**src/rtl/sram_responder_if.sv**
```systemverilog
// Arbiter-side command/response bundle for sram_responder.
// master = arbiter, slave = responder.
interface sram_responder_if;
    logic [22:0] adr_i;
    logic [15:0] dat_i;
    logic [1:0]  dm_i;
    logic        rd_i;
    logic        wr_i;
    logic        enable_i;
    logic        valid_o;
    logic [15:0] dat_o;
    logic        busy_o;

    modport master (
        output adr_i, dat_i, dm_i, rd_i, wr_i, enable_i,
        input  valid_o, dat_o, busy_o
    );

    modport slave (
        input  adr_i, dat_i, dm_i, rd_i, wr_i, enable_i,
        output valid_o, dat_o, busy_o
    );
endinterface

```
**src/rtl/sram_responder.sv**
```systemverilog
// Single-access responder driving an asynchronous 16-bit SRAM with parameterised wait states.
// Optional statistics outputs (drop_cnt_o, err_o, acc_cnt_o) are enabled by SRAM_RESPONDER_STATS_EN.
module sram_responder #(
    parameter int ADDR_W  = 23,
    parameter int RD_WAIT = 2,
    parameter int WR_WAIT = 2
) (
    input  logic              clock_i,
    input  logic              reset_i,
    sram_responder_if.slave   bus,
    output logic [ADDR_W-1:0] sram_adr_o,
    output logic [15:0]       sram_dq_o,
    input  logic [15:0]       sram_dq_i,
    output logic              sram_dq_oe_o,
    output logic              sram_ce_n_o,
    output logic              sram_oe_n_o,
    output logic              sram_we_n_o,
    output logic              sram_ub_n_o,
    output logic              sram_lb_n_o
`ifdef SRAM_RESPONDER_STATS_EN
    ,
    output logic [7:0]        drop_cnt_o,
    output logic              err_o,
    output logic [15:0]       acc_cnt_o
`endif
);

    typedef enum logic [2:0] {
        S_IDLE    = 3'd0,
        S_SETUP   = 3'd1,
        S_RDWAIT  = 3'd2,
        S_WRPULSE = 3'd3,
        S_HOLD    = 3'd4,
        S_DONE    = 3'd5
    } state_t;

    state_t            state_q, state_d;
    logic [3:0]        cntr_q, cntr_d;
    logic              is_rd_q, is_rd_d;
    logic [1:0]        dm_q, dm_d;
    logic [ADDR_W-1:0] adr_q, adr_d;
    logic [15:0]       wdat_q, wdat_d;
    logic [15:0]       rdat_q, rdat_d;
    logic              valid_q, valid_d;
    logic              busy_q, busy_d;
    logic              ce_n_q, ce_n_d, oe_n_q, oe_n_d, we_n_q, we_n_d;
    logic              ub_n_q, ub_n_d, lb_n_q, lb_n_d;
    logic              dq_oe_q, dq_oe_d;

    // Next-state, latched command and next values of the registered pins.
    always_comb begin
        state_d = state_q;
        cntr_d  = cntr_q;
        is_rd_d = is_rd_q;
        dm_d    = dm_q;
        adr_d   = adr_q;
        wdat_d  = wdat_q;
        rdat_d  = rdat_q;
        case (state_q)
            S_IDLE: begin
                if (bus.enable_i && (bus.rd_i || bus.wr_i)) begin
                    is_rd_d = bus.rd_i;
                    dm_d    = bus.dm_i;
                    adr_d   = bus.adr_i[ADDR_W-1:0];
                    wdat_d  = bus.dat_i;
                    state_d = S_SETUP;
                end else begin
                    state_d = S_IDLE;
                end
            end
            S_SETUP: begin
                if (is_rd_q) begin
                    cntr_d  = 4'(RD_WAIT - 1);
                    state_d = S_RDWAIT;
                end else begin
                    cntr_d  = 4'(WR_WAIT - 1);
                    state_d = S_WRPULSE;
                end
            end
            S_RDWAIT: begin
                if (cntr_q == 4'd0) begin
                    rdat_d  = sram_dq_i;
                    state_d = S_DONE;
                end else begin
                    cntr_d  = cntr_q - 4'd1;
                end
            end
            S_WRPULSE: begin
                if (cntr_q == 4'd0) begin
                    state_d = S_HOLD;
                end else begin
                    cntr_d  = cntr_q - 4'd1;
                end
            end
            S_HOLD:  state_d = S_DONE;
            S_DONE:  state_d = S_IDLE;
            default: state_d = S_IDLE;
        endcase

        // Pins are decoded from the upcoming state so they line up with it once registered.
        ce_n_d  = 1'b1;
        oe_n_d  = 1'b1;
        we_n_d  = 1'b1;
        ub_n_d  = 1'b1;
        lb_n_d  = 1'b1;
        dq_oe_d = 1'b0;
        case (state_d)
            S_SETUP, S_RDWAIT, S_WRPULSE, S_HOLD: begin
                ce_n_d = 1'b0;
                if (is_rd_d) begin
                    oe_n_d = 1'b0;
                    ub_n_d = 1'b0;
                    lb_n_d = 1'b0;
                end else begin
                    dq_oe_d = 1'b1;
                    ub_n_d  = dm_d[1];
                    lb_n_d  = dm_d[0];
                    we_n_d  = (state_d != S_WRPULSE);
                end
            end
            default: begin
                ce_n_d  = 1'b1;
                dq_oe_d = 1'b0;
            end
        endcase
        valid_d = (state_d == S_DONE);
        busy_d  = (state_d != S_IDLE);
    end

    // State and output registers.
    always_ff @(posedge clock_i) begin
        if (reset_i) begin
            state_q <= S_IDLE;
            cntr_q  <= 4'd0;
            is_rd_q <= 1'b0;
            dm_q    <= 2'b00;
            adr_q   <= '0;
            wdat_q  <= 16'h0000;
            rdat_q  <= 16'h0000;
            valid_q <= 1'b0;
            busy_q  <= 1'b0;
            ce_n_q  <= 1'b1;
            oe_n_q  <= 1'b1;
            we_n_q  <= 1'b1;
            ub_n_q  <= 1'b1;
            lb_n_q  <= 1'b1;
            dq_oe_q <= 1'b0;
        end else begin
            state_q <= state_d;
            cntr_q  <= cntr_d;
            is_rd_q <= is_rd_d;
            dm_q    <= dm_d;
            adr_q   <= adr_d;
            wdat_q  <= wdat_d;
            rdat_q  <= rdat_d;
            valid_q <= valid_d;
            busy_q  <= busy_d;
            ce_n_q  <= ce_n_d;
            oe_n_q  <= oe_n_d;
            we_n_q  <= we_n_d;
            ub_n_q  <= ub_n_d;
            lb_n_q  <= lb_n_d;
            dq_oe_q <= dq_oe_d;
        end
    end

    assign bus.valid_o  = valid_q;
    assign bus.dat_o    = rdat_q;
    assign bus.busy_o   = busy_q;
    assign sram_adr_o   = adr_q;
    assign sram_dq_o    = wdat_q;
    assign sram_dq_oe_o = dq_oe_q;
    assign sram_ce_n_o  = ce_n_q;
    assign sram_oe_n_o  = oe_n_q;
    assign sram_we_n_o  = we_n_q;
    assign sram_ub_n_o  = ub_n_q;
    assign sram_lb_n_o  = lb_n_q;

`ifdef SRAM_RESPONDER_STATS_EN
    logic [7:0]  drop_q, drop_d;
    logic        err_q, err_d;
    logic [15:0] acc_q, acc_d;
    logic        drop_ev_s;

    // A strobe while busy is a dropped command; rd+wr together is flagged as a protocol error.
    always_comb begin
        drop_ev_s = bus.enable_i && busy_q;
        if (drop_ev_s && (drop_q != 8'hFF)) begin
            drop_d = drop_q + 8'd1;
        end else begin
            drop_d = drop_q;
        end
        err_d = err_q || drop_ev_s ||
                ((state_q == S_IDLE) && bus.enable_i && bus.rd_i && bus.wr_i);
        if (valid_d) begin
            acc_d = acc_q + 16'd1;
        end else begin
            acc_d = acc_q;
        end
    end

    // Statistics registers.
    always_ff @(posedge clock_i) begin
        if (reset_i) begin
            drop_q <= 8'd0;
            err_q  <= 1'b0;
            acc_q  <= 16'd0;
        end else begin
            drop_q <= drop_d;
            err_q  <= err_d;
            acc_q  <= acc_d;
        end
    end

    assign drop_cnt_o = drop_q;
    assign err_o      = err_q;
    assign acc_cnt_o  = acc_q;
`endif

endmodule

```
**src/flat_wrapper.sv**
```systemverilog
// flat-port wrapper written by rule: the top's interface ports become plain ports
module sram_responder_flat 
#(
    parameter int ADDR_W  = 23,
    parameter int RD_WAIT = 2,
    parameter int WR_WAIT = 2
)
  (clock_i, reset_i, sram_adr_o, sram_dq_o, sram_dq_i, sram_dq_oe_o, sram_ce_n_o, sram_oe_n_o, sram_we_n_o, sram_ub_n_o, sram_lb_n_o, bus_adr_i, bus_dat_i, bus_dm_i, bus_rd_i, bus_wr_i, bus_enable_i, bus_valid_o, bus_dat_o, bus_busy_o);
  sram_responder_if bus_i ();
  input  logic clock_i;
  input  logic reset_i;
  output logic [ADDR_W-1:0] sram_adr_o;
  output logic [15:0] sram_dq_o;
  input  logic [15:0] sram_dq_i;
  output logic sram_dq_oe_o;
  output logic sram_ce_n_o;
  output logic sram_oe_n_o;
  output logic sram_we_n_o;
  output logic sram_ub_n_o;
  output logic sram_lb_n_o;
  input wire logic [$bits(bus_i.adr_i)-1:0] bus_adr_i;
  input wire logic [$bits(bus_i.dat_i)-1:0] bus_dat_i;
  input wire logic [$bits(bus_i.dm_i)-1:0] bus_dm_i;
  input wire logic [$bits(bus_i.rd_i)-1:0] bus_rd_i;
  input wire logic [$bits(bus_i.wr_i)-1:0] bus_wr_i;
  input wire logic [$bits(bus_i.enable_i)-1:0] bus_enable_i;
  output wire logic [$bits(bus_i.valid_o)-1:0] bus_valid_o;
  output wire logic [$bits(bus_i.dat_o)-1:0] bus_dat_o;
  output wire logic [$bits(bus_i.busy_o)-1:0] bus_busy_o;
  assign bus_i.adr_i = bus_adr_i;
  assign bus_i.dat_i = bus_dat_i;
  assign bus_i.dm_i = bus_dm_i;
  assign bus_i.rd_i = bus_rd_i;
  assign bus_i.wr_i = bus_wr_i;
  assign bus_i.enable_i = bus_enable_i;
  assign bus_valid_o = bus_i.valid_o;
  assign bus_dat_o = bus_i.dat_o;
  assign bus_busy_o = bus_i.busy_o;
  sram_responder #(.ADDR_W(ADDR_W), .RD_WAIT(RD_WAIT), .WR_WAIT(WR_WAIT)) u_core (.clock_i(clock_i), .reset_i(reset_i), .bus(bus_i), .sram_adr_o(sram_adr_o), .sram_dq_o(sram_dq_o), .sram_dq_i(sram_dq_i), .sram_dq_oe_o(sram_dq_oe_o), .sram_ce_n_o(sram_ce_n_o), .sram_oe_n_o(sram_oe_n_o), .sram_we_n_o(sram_we_n_o), .sram_ub_n_o(sram_ub_n_o), .sram_lb_n_o(sram_lb_n_o));
endmodule
```
**config.mk**
```make
export PLATFORM = sky130hd
export DESIGN_NAME = sram_responder_flat
export DESIGN_NICKNAME = d
export VERILOG_FILES = /design/src/rtl/sram_responder_if.sv /design/src/rtl/sram_responder.sv /design/src/flat_wrapper.sv
export SDC_FILE = /design/constraint.sdc
export NUM_CORES = 1
export LEC_CHECK = 0
export ABC_AREA = 0
export CAP_MARGIN = 20
export CORE_MARGIN = 2
export CORE_UTILIZATION = 34
export DETAILED_ROUTE_END_ITERATION = 10
export PLACE_DENSITY_LB_ADDON = 0.3
export RECOVER_POWER = 50
export SLEW_MARGIN = 10
export SYNTH_ARGS = -nofsm -noshare
export SYNTH_HDL_FRONTEND = slang
export SYNTH_SLANG_ARGS = --single-unit
```
**constraint.sdc**
```tcl
create_clock -name clock_i -period 1.65 [get_ports clock_i]
set_input_delay 0.495 -clock clock_i [delete_from_list [all_inputs] [get_ports clock_i]]
set_output_delay 0.495 -clock clock_i [all_outputs]
set_load 0.02 [all_outputs]
```
==> key figures <==
Worst setup path
  – Reg2Reg Setup Slack: 0.05 ns
  – Worst path bufs/invs: 2
  – WS Path Type: reg -> reg
  – Crit-path cells: or4b_4 -> buf_12 -> buf_16 -> o21ai_2 -> a21oi_1
  – Max incr delay on CP: 0.60 ns
  – Critical Path AT: 1.82 ns
  – Worst EP required: 1.87 ns
  – Reg2reg end: u_core.sram_dq_o[3]
  – CP max-delay cell: or4b_4
  – Crit path max-delay family: simple AND/OR/NAND/NOR gates
  – Crit. End Element: flop
  – Startpoint types: flop
  – CP max FO: 7
  – Worst reg-to-reg path cell count: 5
  – Worst r2r src: u_core.state_q[1]
  – CP Launch Point: u_core.state_q[1]

Logic synthesis
  – Simple-gate share of the synthesized area: 18.3%
  – Largest family of logic cells by synthesized area: compound AO/OA/AOI/OAI gates
  – Number of synthesized register bits: 73
  – Mux contribution to synthesized area: 1.04%
  – Top cell type's share of synthesized area: 50.7%
  – Dominant cell type by area after synthesis: dfxtp_1
  – Complex-gate fraction of the synthesized area: 23.8%
  – Seq/Total Area, Yosys: 50.7%
  – Async set or reset register ratio after synthesis: 0%
  – Post-Syn Instances: 338
  – Synth area leaders: dfxtp_1 (51%), o21ai_0 (10%), a21oi_1 (10%), nand3_1 (9.9%), clkbuf_1 (3.3%)
  – Total number of yosys warnings: 0
  – Number of synthesized flops with an enable pin: 0
  – Cell Area, Synth: 0.00288 sq mm
  – Post-Synth XOR/XNOR Area: 0%
  – Synth Area in Adders: 0.434%
  – Synth Area per Inst: 8.53 sq um
  – Top FF cell, synth: dfxtp_1
  – Yosys cell types: 33
  – Post-Synthesis Net Count: 401

Timing
  – Worst rel slew slack: 66.7%
  – Fmax: 0.627 GHz
  – Setup-failing EPs final: 0
  – RSZ-0062 raised after global routing: yes
  – Post-route clock period utilization: 96.7%
  – Hold_ws: 0.474 ns
  – Actual slew at the worst max-slew pin: 0.500 ns
  – Setup WS post-layout: 0.0549 ns
  – Max-slew violations: 0
  – Clock skew: 0.0111 ns
  – Min cycle time layout: 1.60 ns
  – Setup TNS: 0 ns
  – Final hold violation count: 0

Clock tree
  – Inserted Clock Buffers: 9
  – Skew-Pair Late Insertion Delay: 0.34 ns
  – Clock Pin Slew Worst Setup and Hold Paths: 0.09 ns
  – CTS H-tree depth: 3
  – CTS Root Cell: clkbuf_8
  – CTS tree: done
  – Hold buffers post-CTS: 0
  – Max Root-Sink Buffers: 2
  – CTS Sinks: 73

Worst hold path
  – Worst Hold End: u_core.bus.dat_o[1]
  – Hold-critical path depth: 2
  – Hold Startpoint: u_core.bus.dat_o[1]
  – Type of the most critical hold path: reg -> reg

Global route
  – First-pass GRT wire length: 13500 microns
  – Vias in the first global route: 2852
  – Overall routing resource usage: 18.9%
  – GRT Residual Overflow: 0
  – Largest net degree at the start of global routing: 42
  – Initial antenna violation count: 0

Job
  – Max-Cap Viols: 0

Floorplan
  – Rows: 33
  – I/O pins: 125
  – Full die area: 0.00923 sq mm
  – Initial core utilization: 35.1%
  – Core area: 0.00822 sq mm
  – DIE WIDTH: 96.1 microns
  – Die height: 96.1 microns

Power and ir drop
  – Flop pwr share: 33.8%
  – P_int: 4.20 mW
  – Net Sw Frac: 39.4%
  – P_sw: 2.73 mW
  – Leakage dissipation: 1.87 nW
  – Final Total Pwr: 6.93 mW
  – Power Density: 1510 mW/mm^2
  – Power share of the clock group: 18.8%
  – Max rail drop VDD: 0.674 mV
  – Combinational share of power: 47.4%

Cells and area
  – Filler cell count: 765
  – Cell Count, Final, Fillers Out: 577
  – Share of layout cells above drive strength 1: 13.1%
  – P&R area growth vs syn: 58.7%
  – Cell area after layout: 0.00458 sq mm
  – Fin util: 55.7%
  – Final Net Count: 530
  – ANT cells: 0

Routing
  – 1st-pass router iterations: 4
  – DR vias: 2988
  – Initial DRC count: 130
  – M1 WL: 3700 microns
  – Met3 wire len: 1010 microns
  – Post-Route WL: 8690 microns
  – WL/cell: 15.1 microns
  – Vias/cell: 5.18
  – Met2 wire len: 3940 microns
  – DRT antenna net count: 0
  – DRC errors left: 0
  – Uppermost layer routed: met4

Placed design
  – Post-place setup slack: -0.436 ns
  – Placed insts: 556
  – Dpl hpwl: 5710 microns
  – Port bufs: 124
  – GP Congestion: 0.768
  – Post-DP Area: 0.00434 sq mm

Status
  – Outcome: complete, no violations
[cell usage after synthesis (all sizes together) (2+ instances only)]
cell type  number
a21oi          59
a31oi           2
and4            2
buf             9
clkbuf         25
dfxtp          73
inv             7
mux2i           3
nand3          57
nand3b          2
nand4b          3
nor2            7
nor3            3
nor4            2
o21ai          60
o311ai          2
or2             3
or3             2
or3b            3
[cell usage in the layout (no fill, tap or decap), types with 2 or more instances in the layout]
master,instances
o21ai_2,4
buf_12,5
a21oi_1,59
nand3_1,57
mux2i_1,3
nor3_1,3
and4_1,2
a31oi_1,2
inv_1,7
buf_4,20
o311ai_0,2
or3_1,2
o21ai_0,51
clkdlybuf4s50_1,59
clkinvlp_4,3
or2_2,2
nand4b_1,3
or3b_2,3
o21ai_1,5
nor2_1,6
dfxtp_1,72
dlygate4sd2_1,64
nand3b_1,2
buf_16,3
clkbuf_8,9
inv_6,3
[power groups by stage]
stage | clock network (mW) | logic [mW] | registers, mW
after floorplan | 0 | 1.38 | 2.72
after global placement | 0 | 3.06 | 2.37
after detailed placement | 0 | 3.12 | 2.38
after CTS | 1.34 | 3.30 | 2.33
after global routing | 1.43 | 3.58 | 2.39
final | 1.30 | 3.28 | 2.35
[worst max path at each step]
stage | end | slack (ns) | depth (start not counted)
after floorplan | u_core.dm_q[0] | 0.16 | 5
after global placement | u_core.sram_ub_n_o | -0.38 | 7
after detailed placement | u_core.sram_ub_n_o | -0.44 | 7
after CTS | u_core.sram_dq_o[14] | 0.003 | 4
after global routing | u_core.sram_we_n_o | -0.04 | 5
final | u_core.sram_dq_o[3] | 0.05 | 5
[tightest hold or removal path, delay by kind of cell (launching register included)]
| family | cells | cell delay, ns |
|---|---|---|
| DFF | 1 | 0.31 |
| AOI/OAI and AO/OA | 2 | 0.12 |
[timing repair]
| action | in CTS | in global routing |
|---|---|---|
| pin swaps | 0 | 1 |
| endpoints found under the hold margin | 0 | 0 |
| cloned | 3 | 0 |
| endpoints found under the setup margin | 87 | 40 |
| resized for setup | 67 | 16 |
| buffers inserted | 2 | 0 |
[routing by layer]
| metal | global-route usage, % | up-vias |
|---|---|---|
| met5 | 0 | - |
| met4 | 6.79 | 0 |
| met3 | 6.34 | 6 |
| met2 | 30.4 | 134 |
| met1 | 23.4 | 1366 |
| li1 | - | 1482 |
[kinds of logic (layout without fill, tap and decap cells)]
family / count (synthesis) / count (layout)
multiplexers: 3 / 3
AND/OR/NAND/NOR: 90 / 90
adder cells (fa/ha/maj): 1 / 1
buffers and inverters: 41 / 175
flip-flops: 73 / 73
AO/OA/AOI/OAI: 130 / 130
[flip-flops by register name, summed over array words and instances (netlist names), 2 cells and up]
signal,count
u_core.bus.dat_o,16
u_core.sram_dq_o,16
u_core.sram_adr_o,23
u_core.dm_q,2
u_core.state_q,3
u_core.cntr_q,4
[final cells by class]
cell class                 instances  area, sq um  area share, %
timing repair buffer             152         1490           32.5
tap                              105          131           2.87
multi-input combinational        224         1280           28.0
clock inverter                     7         60.1           1.31
inverter                           7         26.3          0.574
sequential                        73         1470           32.0
clock buffer                       9          124           2.71
Power figures use the tool's default switching activity.
